<file path="src/rtl/tc_pkg.sv">
// Shared threshold-cutter definitions: block geometry, tag source and FSM states.
// The block writer uses the same package so the address map and tag words agree.
package tc_pkg;

    localparam int unsigned BLOCK_NUM_INDEX   = 4;
    localparam int unsigned BLOCK_DEPTH_INDEX = 9;
    localparam int unsigned BLOCK_DEPTH       = 400;
    localparam int unsigned DATA_WIDTH        = 256;

    localparam logic [127:0] PRESET_SEQUENCE =
        128'h00_01_02_03_04_05_06_07_08_09_00_01_02_03_04_05;

    typedef logic [BLOCK_NUM_INDEX-1:0]   blk_t;
    typedef logic [BLOCK_DEPTH_INDEX-1:0] ptr_t;
    // One bit wider than ptr_t so BLOCK_DEPTH+1 and full burst sizes fit.
    typedef logic [BLOCK_DEPTH_INDEX:0]   cnt_t;
    typedef logic [DATA_WIDTH-1:0]        word_t;

    localparam ptr_t LAST_DATA_PTR = ptr_t'(BLOCK_DEPTH - 1);
    localparam ptr_t TAG_PTR       = ptr_t'(BLOCK_DEPTH);

    typedef enum logic [2:0] {
        IDLE,
        ADDR,
        DATA,
        DRAIN,
        DONE
    } state_e;

    // Tag word stored after the data words of block blk.
    function automatic word_t tag_word(input blk_t blk);
        return {{(DATA_WIDTH - 1){1'b0}}, PRESET_SEQUENCE[7'(blk)]};
    endfunction

endpackage

</file>
<file path="src/rtl/threshold_block_reader_if.sv">
// AXI read-channel bundle (AR + R) between the block reader and the BRAM controller.
interface threshold_block_reader_if;
    import tc_pkg::*;

    logic [3:0]  s_axi_arid;
    logic [31:0] s_axi_araddr;
    logic [7:0]  s_axi_arlen;
    logic [2:0]  s_axi_arsize;
    logic [1:0]  s_axi_arburst;
    logic        s_axi_arvalid;
    logic        s_axi_arready;

    logic [3:0]  s_axi_rid;
    word_t       s_axi_rdata;
    logic [1:0]  s_axi_rresp;
    logic        s_axi_rlast;
    logic        s_axi_rvalid;
    logic        s_axi_rready;

    modport master (
        output s_axi_arid, s_axi_araddr, s_axi_arlen, s_axi_arsize, s_axi_arburst,
        output s_axi_arvalid, s_axi_rready,
        input  s_axi_arready, s_axi_rid, s_axi_rdata, s_axi_rresp, s_axi_rlast,
        input  s_axi_rvalid
    );

    modport slave (
        input  s_axi_arid, s_axi_araddr, s_axi_arlen, s_axi_arsize, s_axi_arburst,
        input  s_axi_arvalid, s_axi_rready,
        output s_axi_arready, s_axi_rid, s_axi_rdata, s_axi_rresp, s_axi_rlast,
        output s_axi_rvalid
    );

endinterface

</file>
<file path="src/rtl/tc_out_reg.sv">
// One-deep valid/ready output register carrying a data word and a last flag.
// in_ready is high when empty or when the held word leaves this cycle, so a
// continuous stream passes without bubbles.
module tc_out_reg import tc_pkg::*; #(
    parameter int unsigned WIDTH = DATA_WIDTH
) (
    input  logic             clk,
    input  logic             rst,
    input  logic             in_valid,
    input  logic [WIDTH-1:0] in_data,
    input  logic             in_last,
    output logic             in_ready,
    output logic             out_valid,
    output logic [WIDTH-1:0] out_data,
    output logic             out_last,
    input  logic             out_ready
);

    logic             valid_q;
    logic [WIDTH-1:0] data_q;
    logic             last_q;

    assign in_ready  = ~valid_q | out_ready;
    assign out_valid = valid_q;
    assign out_data  = data_q;
    assign out_last  = last_q;

    // Load on accepted input, otherwise empty once the held word is taken.
    always_ff @(posedge clk) begin
        if (rst) begin
            valid_q <= 1'b0;
            data_q  <= '0;
            last_q  <= 1'b0;
        end else if (in_valid && in_ready) begin
            valid_q <= 1'b1;
            data_q  <= in_data;
            last_q  <= in_last;
        end else if (out_ready) begin
            valid_q <= 1'b0;
        end
    end

endmodule

</file>
<file path="src/rtl/threshold_block_reader.sv">
// Reads one block from the threshold-cutter BRAM over AXI INCR bursts, streams
// the BLOCK_DEPTH data words downstream and checks the trailing tag word.
module threshold_block_reader import tc_pkg::*; #(
    parameter int unsigned BURST_LEN = 16,
    parameter logic [3:0]  AXI_ID    = 4'd0
) (
    input  logic                             clk,
    input  logic                             rst,
    input  logic                             start,
    input  blk_t                             block_sel,
    input  logic                             bram_busy,
    output logic                             busy,
    output logic                             done,
    output logic                             tag_ok,
    output logic                             resp_err,
    output word_t                            m_data,
    output logic                             m_valid,
    input  logic                             m_ready,
    output logic                             m_last,
    threshold_block_reader_if.master         axi
);

    localparam cnt_t BURST = cnt_t'(BURST_LEN);
    localparam cnt_t TOTAL = cnt_t'(BLOCK_DEPTH + 1);

    state_e state_q, state_d;
    blk_t   blk_q, blk_d;
    ptr_t   word_ptr_q, word_ptr_d;
    cnt_t   beats_left_q, beats_left_d;
    logic   arvalid_q, arvalid_d;
    logic   resp_err_q, resp_err_d;
    logic   tag_hit_q, tag_hit_d;

    cnt_t   remaining;
    cnt_t   beats;
    logic   beat;
    logic   exp_last;
    logic   is_data;
    logic   out_in_ready;
    logic   unused_rid;

    // Words left in the block (data + tag) and the size of the next burst.
    assign remaining = TOTAL - cnt_t'(word_ptr_q);
    assign beats     = (remaining < BURST) ? remaining : BURST;

    // AR fields depend only on registers, so they stay put while arvalid waits.
    assign axi.s_axi_arid    = AXI_ID;
    assign axi.s_axi_araddr  = 32'({blk_q, word_ptr_q});
    assign axi.s_axi_arlen   = 8'(beats - cnt_t'(1));
    assign axi.s_axi_arsize  = 3'b101;
    assign axi.s_axi_arburst = 2'b01;
    assign axi.s_axi_arvalid = arvalid_q;

    assign axi.s_axi_rready = (state_q == DATA) && out_in_ready;

    assign beat       = axi.s_axi_rvalid && axi.s_axi_rready;
    assign exp_last   = (beats_left_q == cnt_t'(1));
    assign is_data    = (word_ptr_q < TAG_PTR);
    assign unused_rid = ^axi.s_axi_rid;

    assign busy     = (state_q == ADDR) || (state_q == DATA) || (state_q == DRAIN);
    assign done     = (state_q == DONE);
    assign tag_ok   = (state_q == DONE) && tag_hit_q;
    assign resp_err = resp_err_q;

    tc_out_reg #(
        .WIDTH(DATA_WIDTH)
    ) u_out_reg (
        .clk      (clk),
        .rst      (rst),
        .in_valid (beat && is_data),
        .in_data  (axi.s_axi_rdata),
        .in_last  (word_ptr_q == LAST_DATA_PTR),
        .in_ready (out_in_ready),
        .out_valid(m_valid),
        .out_data (m_data),
        .out_last (m_last),
        .out_ready(m_ready)
    );

    // State and datapath registers.
    always_ff @(posedge clk) begin
        if (rst) begin
            state_q      <= IDLE;
            blk_q        <= '0;
            word_ptr_q   <= '0;
            beats_left_q <= '0;
            arvalid_q    <= 1'b0;
            resp_err_q   <= 1'b0;
            tag_hit_q    <= 1'b0;
        end else begin
            state_q      <= state_d;
            blk_q        <= blk_d;
            word_ptr_q   <= word_ptr_d;
            beats_left_q <= beats_left_d;
            arvalid_q    <= arvalid_d;
            resp_err_q   <= resp_err_d;
            tag_hit_q    <= tag_hit_d;
        end
    end

    // Next-state: request bursts, count beats against the expected length, check tag.
    always_comb begin
        state_d      = state_q;
        blk_d        = blk_q;
        word_ptr_d   = word_ptr_q;
        beats_left_d = beats_left_q;
        arvalid_d    = arvalid_q;
        resp_err_d   = resp_err_q;
        tag_hit_d    = tag_hit_q;

        unique case (state_q)
            IDLE: begin
                if (start) begin
                    state_d    = ADDR;
                    blk_d      = block_sel;
                    word_ptr_d = '0;
                    resp_err_d = 1'b0;
                    tag_hit_d  = 1'b0;
                end
            end
            ADDR: begin
                if (!arvalid_q) begin
                    // Once raised, arvalid stays up until accepted even if bram_busy returns.
                    if (!bram_busy) begin
                        arvalid_d = 1'b1;
                    end
                end else if (axi.s_axi_arready) begin
                    arvalid_d    = 1'b0;
                    beats_left_d = beats;
                    state_d      = DATA;
                end
            end
            DATA: begin
                if (beat) begin
                    word_ptr_d   = word_ptr_q + 1'b1;
                    beats_left_d = beats_left_q - 1'b1;
                    if ((axi.s_axi_rresp != 2'b00) || (axi.s_axi_rlast != exp_last)) begin
                        resp_err_d = 1'b1;
                    end
                    if (!is_data) begin
                        tag_hit_d = (axi.s_axi_rdata == tag_word(blk_q));
                    end
                    if (exp_last) begin
                        state_d = is_data ? ADDR : DRAIN;
                    end
                end
            end
            DRAIN: begin
                if (!m_valid || m_ready) begin
                    state_d = DONE;
                end
            end
            DONE: begin
                state_d = IDLE;
            end
            default: begin
                state_d = IDLE;
            end
        endcase
    end

endmodule
</file>
<file path="src/flat_wrapper.sv">
// flat-port wrapper written by rule: the top's interface ports become plain ports
module threshold_block_reader_flat import tc_pkg::*;
#(
    parameter int unsigned BURST_LEN = 16,
    parameter logic [3:0]  AXI_ID    = 4'd0
)
  (clk, rst, start, block_sel, bram_busy, busy, done, tag_ok, resp_err, m_data, m_valid, m_ready, m_last, axi_s_axi_arid, axi_s_axi_araddr, axi_s_axi_arlen, axi_s_axi_arsize, axi_s_axi_arburst, axi_s_axi_arvalid, axi_s_axi_rready, axi_s_axi_arready, axi_s_axi_rid, axi_s_axi_rdata, axi_s_axi_rresp, axi_s_axi_rlast, axi_s_axi_rvalid);
  threshold_block_reader_if axi_i ();
  input  logic clk;
  input  logic rst;
  input  logic start;
  input  blk_t block_sel;
  input  logic bram_busy;
  output logic busy;
  output logic done;
  output logic tag_ok;
  output logic resp_err;
  output word_t m_data;
  output logic m_valid;
  input  logic m_ready;
  output logic m_last;
  output wire logic [$bits(axi_i.s_axi_arid)-1:0] axi_s_axi_arid;
  output wire logic [$bits(axi_i.s_axi_araddr)-1:0] axi_s_axi_araddr;
  output wire logic [$bits(axi_i.s_axi_arlen)-1:0] axi_s_axi_arlen;
  output wire logic [$bits(axi_i.s_axi_arsize)-1:0] axi_s_axi_arsize;
  output wire logic [$bits(axi_i.s_axi_arburst)-1:0] axi_s_axi_arburst;
  output wire logic [$bits(axi_i.s_axi_arvalid)-1:0] axi_s_axi_arvalid;
  output wire logic [$bits(axi_i.s_axi_rready)-1:0] axi_s_axi_rready;
  input wire logic [$bits(axi_i.s_axi_arready)-1:0] axi_s_axi_arready;
  input wire logic [$bits(axi_i.s_axi_rid)-1:0] axi_s_axi_rid;
  input wire logic [$bits(axi_i.s_axi_rdata)-1:0] axi_s_axi_rdata;
  input wire logic [$bits(axi_i.s_axi_rresp)-1:0] axi_s_axi_rresp;
  input wire logic [$bits(axi_i.s_axi_rlast)-1:0] axi_s_axi_rlast;
  input wire logic [$bits(axi_i.s_axi_rvalid)-1:0] axi_s_axi_rvalid;
  assign axi_s_axi_arid = axi_i.s_axi_arid;
  assign axi_s_axi_araddr = axi_i.s_axi_araddr;
  assign axi_s_axi_arlen = axi_i.s_axi_arlen;
  assign axi_s_axi_arsize = axi_i.s_axi_arsize;
  assign axi_s_axi_arburst = axi_i.s_axi_arburst;
  assign axi_s_axi_arvalid = axi_i.s_axi_arvalid;
  assign axi_s_axi_rready = axi_i.s_axi_rready;
  assign axi_i.s_axi_arready = axi_s_axi_arready;
  assign axi_i.s_axi_rid = axi_s_axi_rid;
  assign axi_i.s_axi_rdata = axi_s_axi_rdata;
  assign axi_i.s_axi_rresp = axi_s_axi_rresp;
  assign axi_i.s_axi_rlast = axi_s_axi_rlast;
  assign axi_i.s_axi_rvalid = axi_s_axi_rvalid;
  threshold_block_reader #(.BURST_LEN(BURST_LEN), .AXI_ID(AXI_ID)) u_core (.clk(clk), .rst(rst), .start(start), .block_sel(block_sel), .bram_busy(bram_busy), .busy(busy), .done(done), .tag_ok(tag_ok), .resp_err(resp_err), .m_data(m_data), .m_valid(m_valid), .m_ready(m_ready), .m_last(m_last), .axi(axi_i));
endmodule
</file>
<file path="config.mk">
export PLATFORM = sky130hd
export DESIGN_NAME = threshold_block_reader_flat
export DESIGN_NICKNAME = d
export VERILOG_FILES = /design/src/rtl/tc_pkg.sv /design/src/rtl/threshold_block_reader_if.sv /design/src/rtl/tc_out_reg.sv /design/src/rtl/threshold_block_reader.sv /design/src/flat_wrapper.sv
export SDC_FILE = /design/constraint.sdc
export NUM_CORES = 1
export LEC_CHECK = 0
export ABC_AREA = 0
export BUFFER_PORTS_ARGS = -buffer_cell sky130_fd_sc_hd__buf_2
export CAP_MARGIN = 25
export CORE_AREA = 2 2 226 228
export DETAILED_ROUTE_END_ITERATION = 10
export DIE_AREA = 0 0 228 230
export GPL_TIMING_DRIVEN = 0
export SLEW_MARGIN = 20
export SYNTH_ARGS = -nofsm -noshare
export SYNTH_HDL_FRONTEND = slang
export SYNTH_SLANG_ARGS = --single-unit
</file>
<file path="constraint.sdc">
create_clock -name clk -period 2 [get_ports clk]
set_input_delay 0.2 -clock clk [delete_from_list [all_inputs] [get_ports clk]]
set_output_delay 0.2 -clock clk [all_outputs]
set_load 0.05 [all_outputs]
</file>
==> results.rst <==
.. list-table::
   :header-rows: 1

   * - Metric
     - Value
   * - Status
     - finished, violations left
   * - Violations in the final reports
     - setup timing
   * - EDFF count, synth
     - 0
   * - Highest-utilization routing layer at the global route stage
     - met2
   * - RSZ-0062 raised after global routing
     - yes
   * - Count of inserted antenna diode cells
     - 0
   * - Worst Hold Endpoint
     - u_core.resp_err
   * - Root Buffer Master
     - sky130_fd_sc_hd__clkbuf_16
   * - Worst Min Path Start
     - axi_s_axi_rresp[1]
   * - Path depth of the worst reg2reg path
     - 11
   * - Via count of the first global-routing pass
     - 14410
   * - I/O Buffers
     - 554
   * - Count of final hold-check violations
     - 0
   * - Worst Tran Pin Value
     - 0.9690 ns
   * - Met2 routing resource usage after global routing
     - 35.18%
   * - Highest Clock Rate
     - 375.8 MHz
   * - Post-Syn Area per Cell
     - 7.866 sq um
   * - WS Path Type
     - flip-flop to output port
   * - Post-synth cell types
     - 56
   * - NumNets Final
     - 2634
   * - Pin count of the biggest net entering global routing
     - 14
   * - Detailed Routing Iterations Pass 1
     - 5
   * - Final Cell Area
     - 0.01995 sq mm
   * - Final critical path time including I/O delays and setup
     - 2.661 ns
   * - Final cell utilization of the core
     - 40.00%
   * - Share of synthesized flip-flops with an asynchronous set or reset
     - 0%
   * - Max stage delay on crit path
     - 0.35 ns
   * - Overall via count from detail_route
     - 14180
   * - Gate count after technology mapping
     - 1449
   * - Internal power
     - 0.01043 W
   * - Static Leakage
     - 8.431 nW
   * - Crit end category
     - output port
   * - Clock-pin slew reported for the worst setup and hold paths after clock tree synthesis
     - 0.05 ns
   * - CORE AREA
     - 0.04986 sq mm
   * - Final Routed Wirelength
     - 56070 um
   * - Post-synthesis instance area
     - 0.01140 sq mm
   * - Area enclosed by the die boundary
     - 0.05244 sq mm
   * - Width of the die
     - 228 um
   * - Number of rows created at floorplan
     - 82
   * - Drt drc
     - 0
   * - Post-Route Setup TNS
     - -4.387 ns
   * - Floorplan die height
     - 230 um
   * - Sum of internal, switching and leakage power
     - 0.01386 W
   * - Number of levels in the clock H-tree
     - 2
   * - Iter 0 DRT Violations
     - 860
   * - Clock power share
     - 46.1%
   * - Global-route wire length before repair
     - 81990 um
   * - Critical path startpoint
     - u_core.word_ptr_q[1]
   * - Net Sw Power
     - 0.003430 W
   * - Worst EP required
     - 1.80 ns
   * - Setup-violating endpoint count in the final report
     - 14
   * - Tightest Hold Check Type
     - input port to flip-flop
   * - Placer's final routability congestion estimate
     - 0.9843
   * - Final Max Slew Viols
     - 0
   * - Minimum setup slack among reg-to-reg paths
     - -0.07 ns
   * - Cell with the largest stage delay on the worst path
     - sky130_fd_sc_hd__dfxtp_4
   * - Yosys warning total
     - 0
   * - Launch instance of the worst register-to-register path
     - u_core.word_ptr_q[1]
   * - Number of buffers on the longest clock path
     - 3
   * - Growth of design area from synthesis to finish
     - 74.99%
   * - Number of fill cells in the layout
     - 4988
   * - Switching part of the total
     - 24.75%
   * - HPWL after DPL
     - 41500 um
   * - Overall track demand over capacity in global routing
     - 20.16%
   * - Share of cells above drive strength 1
     - 34.05%
   * - Power density of the placed cells
     - 694.8 mW/mm^2
   * - Met3 global-route usage
     - 6.262%
   * - Proportion of synthesized chip area in sequential cells
     - 50.58%
   * - Number of antenna violations at the first check in global routing
     - 2
   * - Initial standard-cell utilization of the core
     - 22.86%
   * - Max FO, Critical Path
     - 3
   * - Data arrival time of the critical path
     - 2.46 ns
   * - Maxcap violations
     - 0
   * - Largest voltage drop on the vdd net
     - 0.5539 mV
   * - Reg power frac
     - 41.9%
   * - Number of clock sinks
     - 288
   * - Ports
     - 587
   * - Detail Route Antenna Nets
     - 0
   * - Startpoint type of the worst setup path
     - flip-flop
   * - Drt via density
     - 4.652
   * - Final global-route overflow total
     - 0
   * - Cell-by-cell listing of the critical path
     - inv_4 > ha_4 > nor4bb_4 > a31oi_2 > nor3b_2 > buf_6 > nand2b_4 > ha_4 > xnor2_4 > buf_6
   * - Number of buffers added by the clock tree synthesis step
     - 34
   * - Combinational share of power
     - 12.0%
   * - Primary FF master, synth
     - sky130_fd_sc_hd__dfxtp_1
   * - M1 GR Usage
     - 22.19%
   * - Number of stages on the worst hold path
     - 4
   * - Post-Place Cell Area
     - 0.01522 sq mm
   * - Number of synthesized register bits
     - 288
   * - Endpoint of the lowest-slack register-to-register path
     - u_core.beats_left_q[1]
   * - Clock latency reported for the late side of the worst-skew pair
     - 0.53 ns
   * - Post-route clock skew
     - 0.02328 ns
   * - TritonCTS clock tree
     - built
   * - Min setup slack post-route
     - -0.6606 ns
   * - Slew margin rel.
     - 35.40%
   * - Share of the clock period used by the worst path
     - 133.0%
   * - Wirelength per Cell
     - 18.40 um
flip-flops by register name (all words and copies together), names as in the netlist, named ones only:
signal	cells
u_core.blk_q	4
u_core.u_out_reg.out_data	256
u_core.beats_left_q	10
u_core.tag_hit_q	1
u_core.word_ptr_q	9
u_core.axi.s_axi_arvalid	1
u_core.state_q	3
u_core.u_out_reg.out_valid	1
u_core.u_out_reg.out_last	1
u_core.resp_err	1
how the worst max path moves through the flow:
stage                                           to  slack (ns)  cells after the start
global placement            u_core.beats_left_q[3]       -0.86                      5
CTS                             axi_s_axi_arlen[4]       -0.66                     10
detailed placement  u_core.u_out_reg.out_data[241]       -0.84                      5
finish                          axi_s_axi_arlen[2]       -0.66                     10
global route                    axi_s_axi_arlen[4]       -0.79                     10
floorplan                       axi_s_axi_arlen[4]       -0.39                      9
stage by stage:
stage | instances | worst slack, ns | hold WS, ns
floorplan | 1475 | -0.3859 | 0.3360
global placement | 2701 | -0.8562 | 0.4396
detailed placement | 2702 | -0.8425 | 0.4440
CTS | 3040 | -0.6587 | 0.02246
global route | 3048 | -0.7887 | 0.06723
finish | 3048 | -0.6606 | 0.06170
cells in the mapped netlist (all sizes together) (2+ instances only):
cell    number  area, sq um
or3b         2        20.02
mux2i        6        60.06
or3          4        25.02
nand3       10        50.05
nand2      525         1971
ha           6        75.07
nand3b       2        15.01
conb         2        7.510
nor2        36        137.6
a31oi        5        37.53
a211oi       3        22.52
nor3b        3        27.52
dfxtp      288         5766
a22oi        3        22.52
or4          3        22.52
clkbuf      35        131.4
o32ai        2        36.29
nand4       15        93.84
a21oi      274         1371
nor3        10        50.05
buf         89        553.0
nand2b       8        50.05
o21ai        9        45.04
and3         2        12.51
xnor2        9        78.83
nor4b        5        95.09
inv          8        30.03
nor4        67        425.4
layout by cell type (no fill, tap or decap), types with 5 or more instances in the layout:
| cell type | netlist | final |
|---|---|---|
| sky130_fd_sc_hd__nor4_1 | 66 | 54 |
| sky130_fd_sc_hd__buf_4 | 33 | 55 |
| sky130_fd_sc_hd__inv_1 | 8 | 5 |
| sky130_fd_sc_hd__clkbuf_1 | 35 | 38 |
| sky130_fd_sc_hd__clkbuf_8 | 0 | 6 |
| sky130_fd_sc_hd__nor3_1 | 10 | 9 |
| sky130_fd_sc_hd__o21ai_0 | 9 | 7 |
| sky130_fd_sc_hd__xnor2_1 | 9 | 8 |
| sky130_fd_sc_hd__buf_6 | 4 | 29 |
| sky130_fd_sc_hd__nor4_2 | 1 | 9 |
| sky130_fd_sc_hd__nand4_1 | 15 | 15 |
| sky130_fd_sc_hd__buf_2 | 52 | 560 |
| sky130_fd_sc_hd__nand3_1 | 10 | 8 |
| sky130_fd_sc_hd__mux2i_1 | 6 | 6 |
| sky130_fd_sc_hd__nor2_1 | 35 | 31 |
| sky130_fd_sc_hd__dlygate4sd3_1 | 0 | 261 |
| sky130_fd_sc_hd__clkbuf_16 | 0 | 38 |
| sky130_fd_sc_hd__dfxtp_1 | 288 | 281 |
| sky130_fd_sc_hd__buf_12 | 0 | 7 |
| sky130_fd_sc_hd__a21oi_1 | 274 | 255 |
| sky130_fd_sc_hd__buf_8 | 0 | 15 |
| sky130_fd_sc_hd__a21oi_2 | 0 | 19 |
| sky130_fd_sc_hd__conb_1 | 2 | 28 |
| sky130_fd_sc_hd__nand2_1 | 525 | 522 |
kinds of logic (layout without fill, tap and decap cells):
kind of cell               count (synthesis)  in the layout  synth area share, %
buffers and inverters                    132           1033                6.268
DFF                                      288            288                50.58
adders and majority gates                  6              6               0.6586
other                                      2             28              0.06589
xor gates and xnor gates                  10             10               0.7684
AOI/OAI and AO/OA                        304            304                14.17
and+or+nand+nor                          701            701                26.96
muxes                                      6              6               0.5269
power groups by stage:
stage | registers, W | clock network, W | logic, W
global route | 0.00581 | 0.00674 | 0.00175
finish | 0.00581 | 0.00639 | 0.00166
global placement | 0.00593 | 0 | 0.00115
CTS | 0.00581 | 0.00654 | 0.00160
detailed placement | 0.00594 | 0 | 0.00116
floorplan | 0.00604 | 0 | 0.000470
repair_timing:
action / 4_1_cts / 5_1_grt
endpoints found under the hold margin: 261 / 0
pin swaps: 11 / 14
setup buffers: 19 / 8
hold buffers: 261 / 0
gates resized for setup: 92 / 112
gates cloned: 0 / 2
setup endpoints to repair: 269 / 261
worst max-delay path: cells and delay by family (launching register included):
kind	cells	cell delay (ns)
and+or+nand+nor	3	0.60
buffers and inverters	3	0.38
adders and majority gates	2	0.36
DFF	1	0.35
xor gates and xnor gates	1	0.17
AOI/OAI and AO/OA	1	0.07
final cells by class:
class / count / area, sq um / share of cell area [%]
buffer: 124 / 1016 / 5.093
timing repair buffer: 843 / 5717 / 28.66
inverter: 8 / 36.28 / 0.1819
clock inverter: 8 / 122.6 / 0.6147
multi-input combinational: 1055 / 5419 / 27.17
tap: 672 / 840.8 / 4.215
clock buffer: 50 / 1013 / 5.081
sequential: 288 / 5782 / 28.99
layer usage:
metal / wire, um / share of wire, % / vias up
met4: 2547 / 4.5 / 4
li1: - / - / 6646
met1: 21690 / 39 / 6655
met3: 4546 / 8.1 / 157
met2: 27260 / 49 / 716
met5: 31 / 0.055 / -
Power figures use the tool's default switching activity.
